### src/rtl/uart_tx_arbiter_pkg.sv
// Shared types and helpers for the UART transmit arbiter and its round-robin picker.
package uart_tx_arbiter_pkg;

  typedef enum logic [1:0] {
    IDLE  = 2'd0,
    START = 2'd1,
    SEND  = 2'd2,
    DRAIN = 2'd3
  } arb_state_e;

  // Index width that stays at least one bit wide for a single requester.
  function automatic int idx_width(input int n);
    return (n > 1) ? $clog2(n) : 1;
  endfunction

endpackage

### src/rtl/uart_tx_arbiter_rr_picker.sv
// Combinational round-robin picker: first set request scanning upward from ptr+1 with wrap.
module rr_picker
  import uart_tx_arbiter_pkg::*;
#(
  parameter int p_REQ       = 4,
  parameter int p_IDX_WIDTH = idx_width(p_REQ)
) (
  input  logic [p_REQ-1:0]       iv_req,
  input  logic [p_IDX_WIDTH-1:0] iv_ptr,
  output logic                   o_any,
  output logic [p_IDX_WIDTH-1:0] ov_idx,
  output logic [p_REQ-1:0]       ov_onehot
);

  logic [p_IDX_WIDTH-1:0] cand;

  // Scan offsets from farthest to nearest so the nearest hit is the one left standing.
  always_comb begin
    o_any     = |iv_req;
    ov_idx    = '0;
    ov_onehot = '0;
    cand      = '0;
    for (int off = p_REQ; off >= 1; off--) begin
      cand = p_IDX_WIDTH'((int'(iv_ptr) + off) % p_REQ);
      if (iv_req[cand]) begin
        ov_idx = cand;
      end
    end
    if (o_any) begin
      ov_onehot[ov_idx] = 1'b1;
    end
  end

endmodule

### src/rtl/uart_tx_arbiter.sv
// Round-robin arbiter sharing one UartTx between p_REQ requesters.
// Optional macro UART_TX_ARB_PRIO0_EN gives requester 0 fixed highest priority.
module uart_tx_arbiter
  import uart_tx_arbiter_pkg::*;
#(
  parameter int p_DATA_WIDTH = 8,
  parameter int p_REQ        = 4,
  parameter int p_IDX_WIDTH  = idx_width(p_REQ)
) (
  input  logic                         i_clk,
  input  logic                         i_reset,
  input  logic [p_REQ-1:0]             iv_req,
  input  logic [p_REQ*p_DATA_WIDTH-1:0] iv_req_data,
  output logic [p_REQ-1:0]             ov_grant,
  output logic [p_IDX_WIDTH-1:0]       ov_owner,
  output logic                         o_busy,
  output logic [p_DATA_WIDTH-1:0]      ov_tx_data,
  output logic                         o_tx_data_ready,
  input  logic                         i_tx_busy
);

  arb_state_e               state_q, state_d;
  logic [p_IDX_WIDTH-1:0]   ptr_q, ptr_d;
  logic [p_REQ-1:0]         pick_req, pick_onehot, win_onehot;
  logic [p_IDX_WIDTH-1:0]   pick_idx, win_idx;
  logic                     pick_any, win_any, upd_ptr, load;
  logic [p_DATA_WIDTH-1:0]  words [p_REQ];

  always_comb begin
    for (int k = 0; k < p_REQ; k++) begin
      words[k] = iv_req_data[k*p_DATA_WIDTH +: p_DATA_WIDTH];
    end
  end

`ifdef UART_TX_ARB_PRIO0_EN
  assign pick_req = iv_req & ~p_REQ'(1);
`else
  assign pick_req = iv_req;
`endif

  rr_picker #(
    .p_REQ       (p_REQ),
    .p_IDX_WIDTH (p_IDX_WIDTH)
  ) u_picker (
    .iv_req    (pick_req),
    .iv_ptr    (ptr_q),
    .o_any     (pick_any),
    .ov_idx    (pick_idx),
    .ov_onehot (pick_onehot)
  );

  // A priority win for requester 0 leaves the rotation untouched for the others.
  always_comb begin
    win_any    = pick_any;
    win_idx    = pick_idx;
    win_onehot = pick_onehot;
    upd_ptr    = 1'b1;
`ifdef UART_TX_ARB_PRIO0_EN
    if (iv_req[0]) begin
      win_any    = 1'b1;
      win_idx    = '0;
      win_onehot = p_REQ'(1);
      upd_ptr    = 1'b0;
    end
`endif
  end

  always_comb begin
    state_d = state_q;
    ptr_d   = ptr_q;
    load    = 1'b0;
    case (state_q)
      IDLE: begin
        if (win_any && !i_tx_busy) begin
          load    = 1'b1;
          state_d = START;
          if (upd_ptr) ptr_d = win_idx;
        end
      end
      START:   if (i_tx_busy) state_d = SEND;
      SEND:    if (!i_tx_busy) state_d = DRAIN;
      DRAIN:   state_d = IDLE;
      default: state_d = IDLE;
    endcase
  end

  always_ff @(posedge i_clk or negedge i_reset) begin
    if (!i_reset) begin
      state_q         <= IDLE;
      ptr_q           <= p_IDX_WIDTH'(p_REQ - 1);
      ov_grant        <= '0;
      ov_owner        <= '0;
      ov_tx_data      <= '0;
      o_tx_data_ready <= 1'b0;
    end else begin
      state_q  <= state_d;
      ptr_q    <= ptr_d;
      ov_grant <= load ? win_onehot : '0;
      if (load) begin
        ov_owner        <= win_idx;
        ov_tx_data      <= words[win_idx];
        o_tx_data_ready <= 1'b1;
      end else if (state_q == START && i_tx_busy) begin
        o_tx_data_ready <= 1'b0;
      end
    end
  end

  assign o_busy = (state_q != IDLE);

endmodule

### config.mk
export PLATFORM = sky130hd
export DESIGN_NAME = uart_tx_arbiter
export DESIGN_NICKNAME = d
export VERILOG_FILES = /design/src/rtl/uart_tx_arbiter_pkg.sv /design/src/rtl/uart_tx_arbiter_rr_picker.sv /design/src/rtl/uart_tx_arbiter.sv
export SDC_FILE = /design/constraint.sdc
export NUM_CORES = 1
export LEC_CHECK = 0
export ABC_CLOCK_PERIOD_IN_PS = 2200
export CAP_MARGIN = 15
export CORE_ASPECT_RATIO = 1.2
export CORE_MARGIN = 8
export CORE_UTILIZATION = 40
export CTS_CLUSTER_DIAMETER = 150
export CTS_CLUSTER_SIZE = 20
export DETAILED_ROUTE_END_ITERATION = 10
export PLACE_DENSITY = 0.84
export SETUP_SLACK_MARGIN = 0.1
export SLEW_MARGIN = 20
export SYNTH_ARGS = -nofsm -noshare
export SYNTH_HDL_FRONTEND = slang
export SYNTH_SLANG_ARGS = --single-unit
### constraint.sdc
create_clock -name i_clk -period 2.2 [get_ports i_clk]
set_clock_uncertainty 0.1 [all_clocks]
set_input_delay 0.44 -clock i_clk [delete_from_list [all_inputs] [get_ports i_clk]]
set_output_delay 0.44 -clock i_clk [all_outputs]
set_load 0.005 [all_outputs]
======== Word-level counts from Yosys, hierarchy flattened ========
Index checks and enable logic that the tools add are counted.
storage, ports and cells
  flip-flop bits (word level) ............. 19
  input port bits ......................... 39
  output and inout port bits .............. 16
operators by class
  add/subtract/negate cells ............... 4
  magnitude comparators ................... 7
  equality and inequality tests ........... 6
  muxes and demuxes ....................... 27
  bitwise operators ....................... 1
  reduce and logical (&&, ||, !) cells .... 10
operators by type and width
  operator                                                            number
  binary-select mux 8 bit (select 2 bit)                              1
  two-way mux 8 bit                                                   2
  < comparator 2 x 3 -> 1 bit (second input constant)                 5
  two-way mux 2 bit                                                   7
  two-way mux 1 bit                                                   9
  binary-select mux 1 bit (select 2 bit)                              4
  two-way mux 4 bit                                                   2
  case mux 2 bit (4 select lines)                                     1
  != test 2 bit (second input constant)                               3
  adder 2 x 1 -> 2 bit (second input constant)                        2
  adder 2 bit (second input constant)                                 2
  equality test 2 bit (second input constant)                         2
  nonzero test 2 bit                                                  2
  OR reduction 4 bit                                                  1
  greater-or-equal comparator 3 bit (second input constant)           1
  logical AND 1 bit                                                   3
  NOT 2 -> 3 bit                                                      1
  AND reduction 3 bit                                                 1
  demux 1 bit (select 2 bit)                                          1
  equality test 2 x 1 -> 1 bit (second input constant)                1
  greater-or-equal comparator 2 x 1 -> 1 bit (second input constant)  1
  zero test 2 bit                                                     1
  AND reduction 2 bit                                                 1
  zero test 1 bit                                                     1

======== Longest topological paths before layout ========
  word-level depth ........................ 13
  depth in mapped cells ................... 8
  depth with buffers taken out ............ 7

======== Cells and area by module ========
A second synthesis with hierarchy kept.
unflattened totals
  cell total of the unflattened synthesis .. 120
  area total of the unflattened synthesis .. 1197.4 um^2
by module, submodules not included
  module           times used  cells an instance  area an instance (um^2)  sequential area each (um^2)
  uart_tx_arbiter  1           87                 978.4                    478.0
  rr_picker        1           33                 219.0                    0.0

======== Least setup slack after synthesis ========
No wires, ideal clock.
  path kind ............................... flip-flop to flip-flop
  start point ............................. reg state_q[0]
  end point ............................... reg ov_tx_data[0]
  library setup time ...................... 139 ps
  arrival ................................. 1632 ps
  required time ........................... 1961 ps
  path slack .............................. 329 ps
  stages on the path, launching flop included .. 8
  path buffers ............................ 0
  clock period less this slack ............ 1871 ps
  cells stage by stage .................... dfrtp_1 > inv_1 > ha_1 > inv_1 > nor3_2 > nand2_1 > a211oi_1 > a211oi_1
on the way
  longest elaborated chain between the ends .. 2
ends and longest elaborated chain
  element                   line                    source
  start: declaration        uart_tx_arbiter.sv:22   arb_state_e state_q, state_d;
  start signal: assignment  uart_tx_arbiter.sv:96   state_q <= state_d;
  zero test 2 bit           uart_tx_arbiter.sv:72   case (state_q)
  two-way mux 1 bit         uart_tx_arbiter.sv:72
  end signal: assignment    uart_tx_arbiter.sv:101  ov_tx_data <= words[win_idx];
  end: declaration          uart_tx_arbiter.sv:17   output logic [p_DATA_WIDTH-1:0] ov_tx_data,
Every way passes these cells.
A chain may end at the register's enable or synchronous reset.

======== Worst setup path after layout ========
  start point ............................. reg state_q[0]
  end point ............................... out o_busy
on the way
  longest elaborated chain between the ends .. 1
ends and longest elaborated chain
  element             line                    source
  nonzero test 2 bit  uart_tx_arbiter.sv:109  assign o_busy = (state_q != IDLE);
  end: declaration    uart_tx_arbiter.sv:16   output logic o_busy,
Every way passes these cells.

==> metrics.yaml <==
drc_errors: 0
drt-pass1-iter-count: 4
post_synth.cell_area_avg_um2: 9.76
finalHoldViolations: 0
worst_path_dominant_cell_family: "buffers and inverters"
synth_edf_count: 0
place_area_um2: 1770
yosys.area.top_type: "dfrtp_1"
gr-usage-all-layers_pct: 14.3
rows: 21
drt_iter0_markers: 21
design_area_um2: 1830
nets: 227
synth_top_area_share_pct: 37.2
cp_data_arrival_time_ns: 1.53
multiInputGateArea_um2: 571
cts_tree: "built"
ys_warn_count: 0
final_cell_mix: "54 x clkdlybuf4s50_1, 17 x a211oi_1, 17 x dfrtp_1"
async_reset_ff_share_pct: 100
worstSetupPathType: "reg2out"
grt_pass1_vias: 1333
synth_area_um2: 1140
diodes: 0
synthCells: 117
dr_wl_met3_um: 305
final_common_cell: "clkdlybuf4s50_1"
die_y_um: 74.5
drive_gt1_share_pct: 18.0
ant_nets: 0
placement.io_buffers: 54
cts_sinks: 19
numCtsBuffers: 3
grt_max_degree: 13
synth_seq_cells: 19
topRoutingLayerUsed: "met4"
fillCellCount: 221
grt_overflow: 0
synth.distinct_cells: 28
crit_required_ns: 1.66
die_area_um2: 4830
holdCritPathClass: "in2async"
cts-htree-levels: 1
finalCoreUtilization_pct: 66.3
path_cells: "inv_2 -> ha_2 -> inv_1 -> clkdlybuf4s50_1"
core-area_um2: 2760
fp.dieW_um: 64.8
powerDensity_nw_per_um2: 1030
ir_worst_vdd_mv: 0.615
wl_met1_um: 1300
r2r-end: "ov_tx_data[3]"
wl_per_cell_um: 15.4
r2r_slack_ns: 0.33
setup_violations: 0
synthFlopType: "dfrtp_1"
clockBufferDepth: 2
antenna_found_initial: 0
period_needed_ns: 2.07
outcome: "finished, final reports clean"
gp_congestion: 0.830
end_kind: "output pin"
dr_wl_met2_um: 1650
crit_path_top_delay_cell: "clkdlybuf4s50_1"
fmax_mhz: 484
routed-via-count: 1129
seqCellArea_um2: 478
routed_wl_um: 3340
reg2reg_from: "ptr_q[1]"
power.static_leakage_uw: 0.000788
synthesis.nets: 160
placed_cells: 211
ys_seq_area_share_pct: 41.8
instances_no_fill: 217
clockRootBuffer: "clkbuf_4"
path_depth: 4
vias_per_cell: 5.20
io_pins: 55
drv_slew: 0
path_buf_inv: 3
rsz0062_at_grt: "true"
syn_to_final_growth_pct: 60.0
min_period_over_period_pct: 93.9
cp_slowest_stage_delay_ns: 0.51
synth.area.top_cells: "dfrtp_1 37%, a211oi_1 11%, mux2i_1 7.0%"
maxCapViolations: 0
worst_pin_slew_ns: 0.481
r2r_cells: 5
start_util_pct: 41.4
worstPathMaxFanout: 4
startpoint_type: "register"
dp_hpwl_um: 2800
max_slew_margin_pct: 67.8
clkLatencyLatePin_ns: 0.29
clkTransAtPathRegs_ns: 0.12
hold_buffers: 0
grt_pass1_wl_um: 5580
-- routing by layer --
| metal | global-route usage (%) | up-vias |
|---|---|---|
| met5 | 0 | - |
| met4 | 8.25 | 0 |
| met3 | 6.17 | 8 |
| met2 | 25.1 | 53 |
| met1 | 13.7 | 519 |
| li1 | - | 549 |
-- cells by family after synthesis --
family	synth area share, %
AOI/OAI and AO/OA	22.9
adders and majority gates	4.38
buffers and inverters	9.64
DFF	41.8
muxes	8.00
and+or+nand+nor	13.3
-- stage by stage --
stage	power, uW	hold slack (ns)	setup slack (ns)	setup TNS [ns]
floorplan	1170	0.0444	0.329	0
global placement	1600	0.362	-0.0991	-0.841
detailed placement	1660	0.374	-0.290	-2.36
CTS	1860	0.363	0.0544	0
global route	2020	0.369	0.0702	0
finish	1880	0.355	0.134	0
-- worst max-delay path by stage --
stage	start	to	slack (ns)
floorplan	state_q[0]	ov_tx_data[0]	0.33
global placement	iv_req[3]	ov_tx_data[0]	-0.1
detailed placement	iv_req[1]	ov_tx_data[2]	-0.29
CTS	state_q[1]	o_busy	0.05
global route	state_q[1]	o_busy	0.07
finish	state_q[0]	o_busy	0.13
-- registers in the layout (all words and copies together) (netlist names) --
signal,flops
o_tx_data_ready,1
ov_owner,2
ov_grant,4
state_q,2
ov_tx_data,8
ptr_q,2
-- synthesized netlist by cell type (3+ instances only) --
cell and instances:
buf_6 3, dfrtp_1 17, a21oi_1 4, nor2_1 14, o21ai_0 3, a31oi_1 8, a211oi_1 17, mux2i_1 8
nand2b_1 3, ha_1 4, inv_1 13
-- where the power goes --
group | internal (uW) | leakage [uW] | switching [uW]
registers | 512 | 0.000223 | 110
logic | 614 | 0.000551 | 460
clock network | 69.1 | 0.0000139 | 110
total | 1200 | 0.000788 | 681
-- worst register-to-register path, delay by kind of cell, from the launching register on --
kind	cells	cell delay, ns
DFF	1	0.62
AOI/OAI and AO/OA	4	0.82
and+or+nand+nor	1	0.19
-- area by class of cell --
class	count	share of cell area, %
Clock inverter	1	0.411
Timing Repair Buffer	68	36.0
Tap cell	34	2.33
Clock buffer	3	1.23
Sequential cell	19	26.1
Multi-Input combinational cell	79	31.2
Inverter	13	2.67
-- timing repair --
| item | 4_1_cts | 5_1_grt |
|---|---|---|
| cloned | 0 | 0 |
| resized for setup | 2 | 5 |
| setup buffers | 1 | 1 |
| endpoints found under the setup margin | 9 | 7 |
No activity file was read; power rests on OpenSTA's default activity.
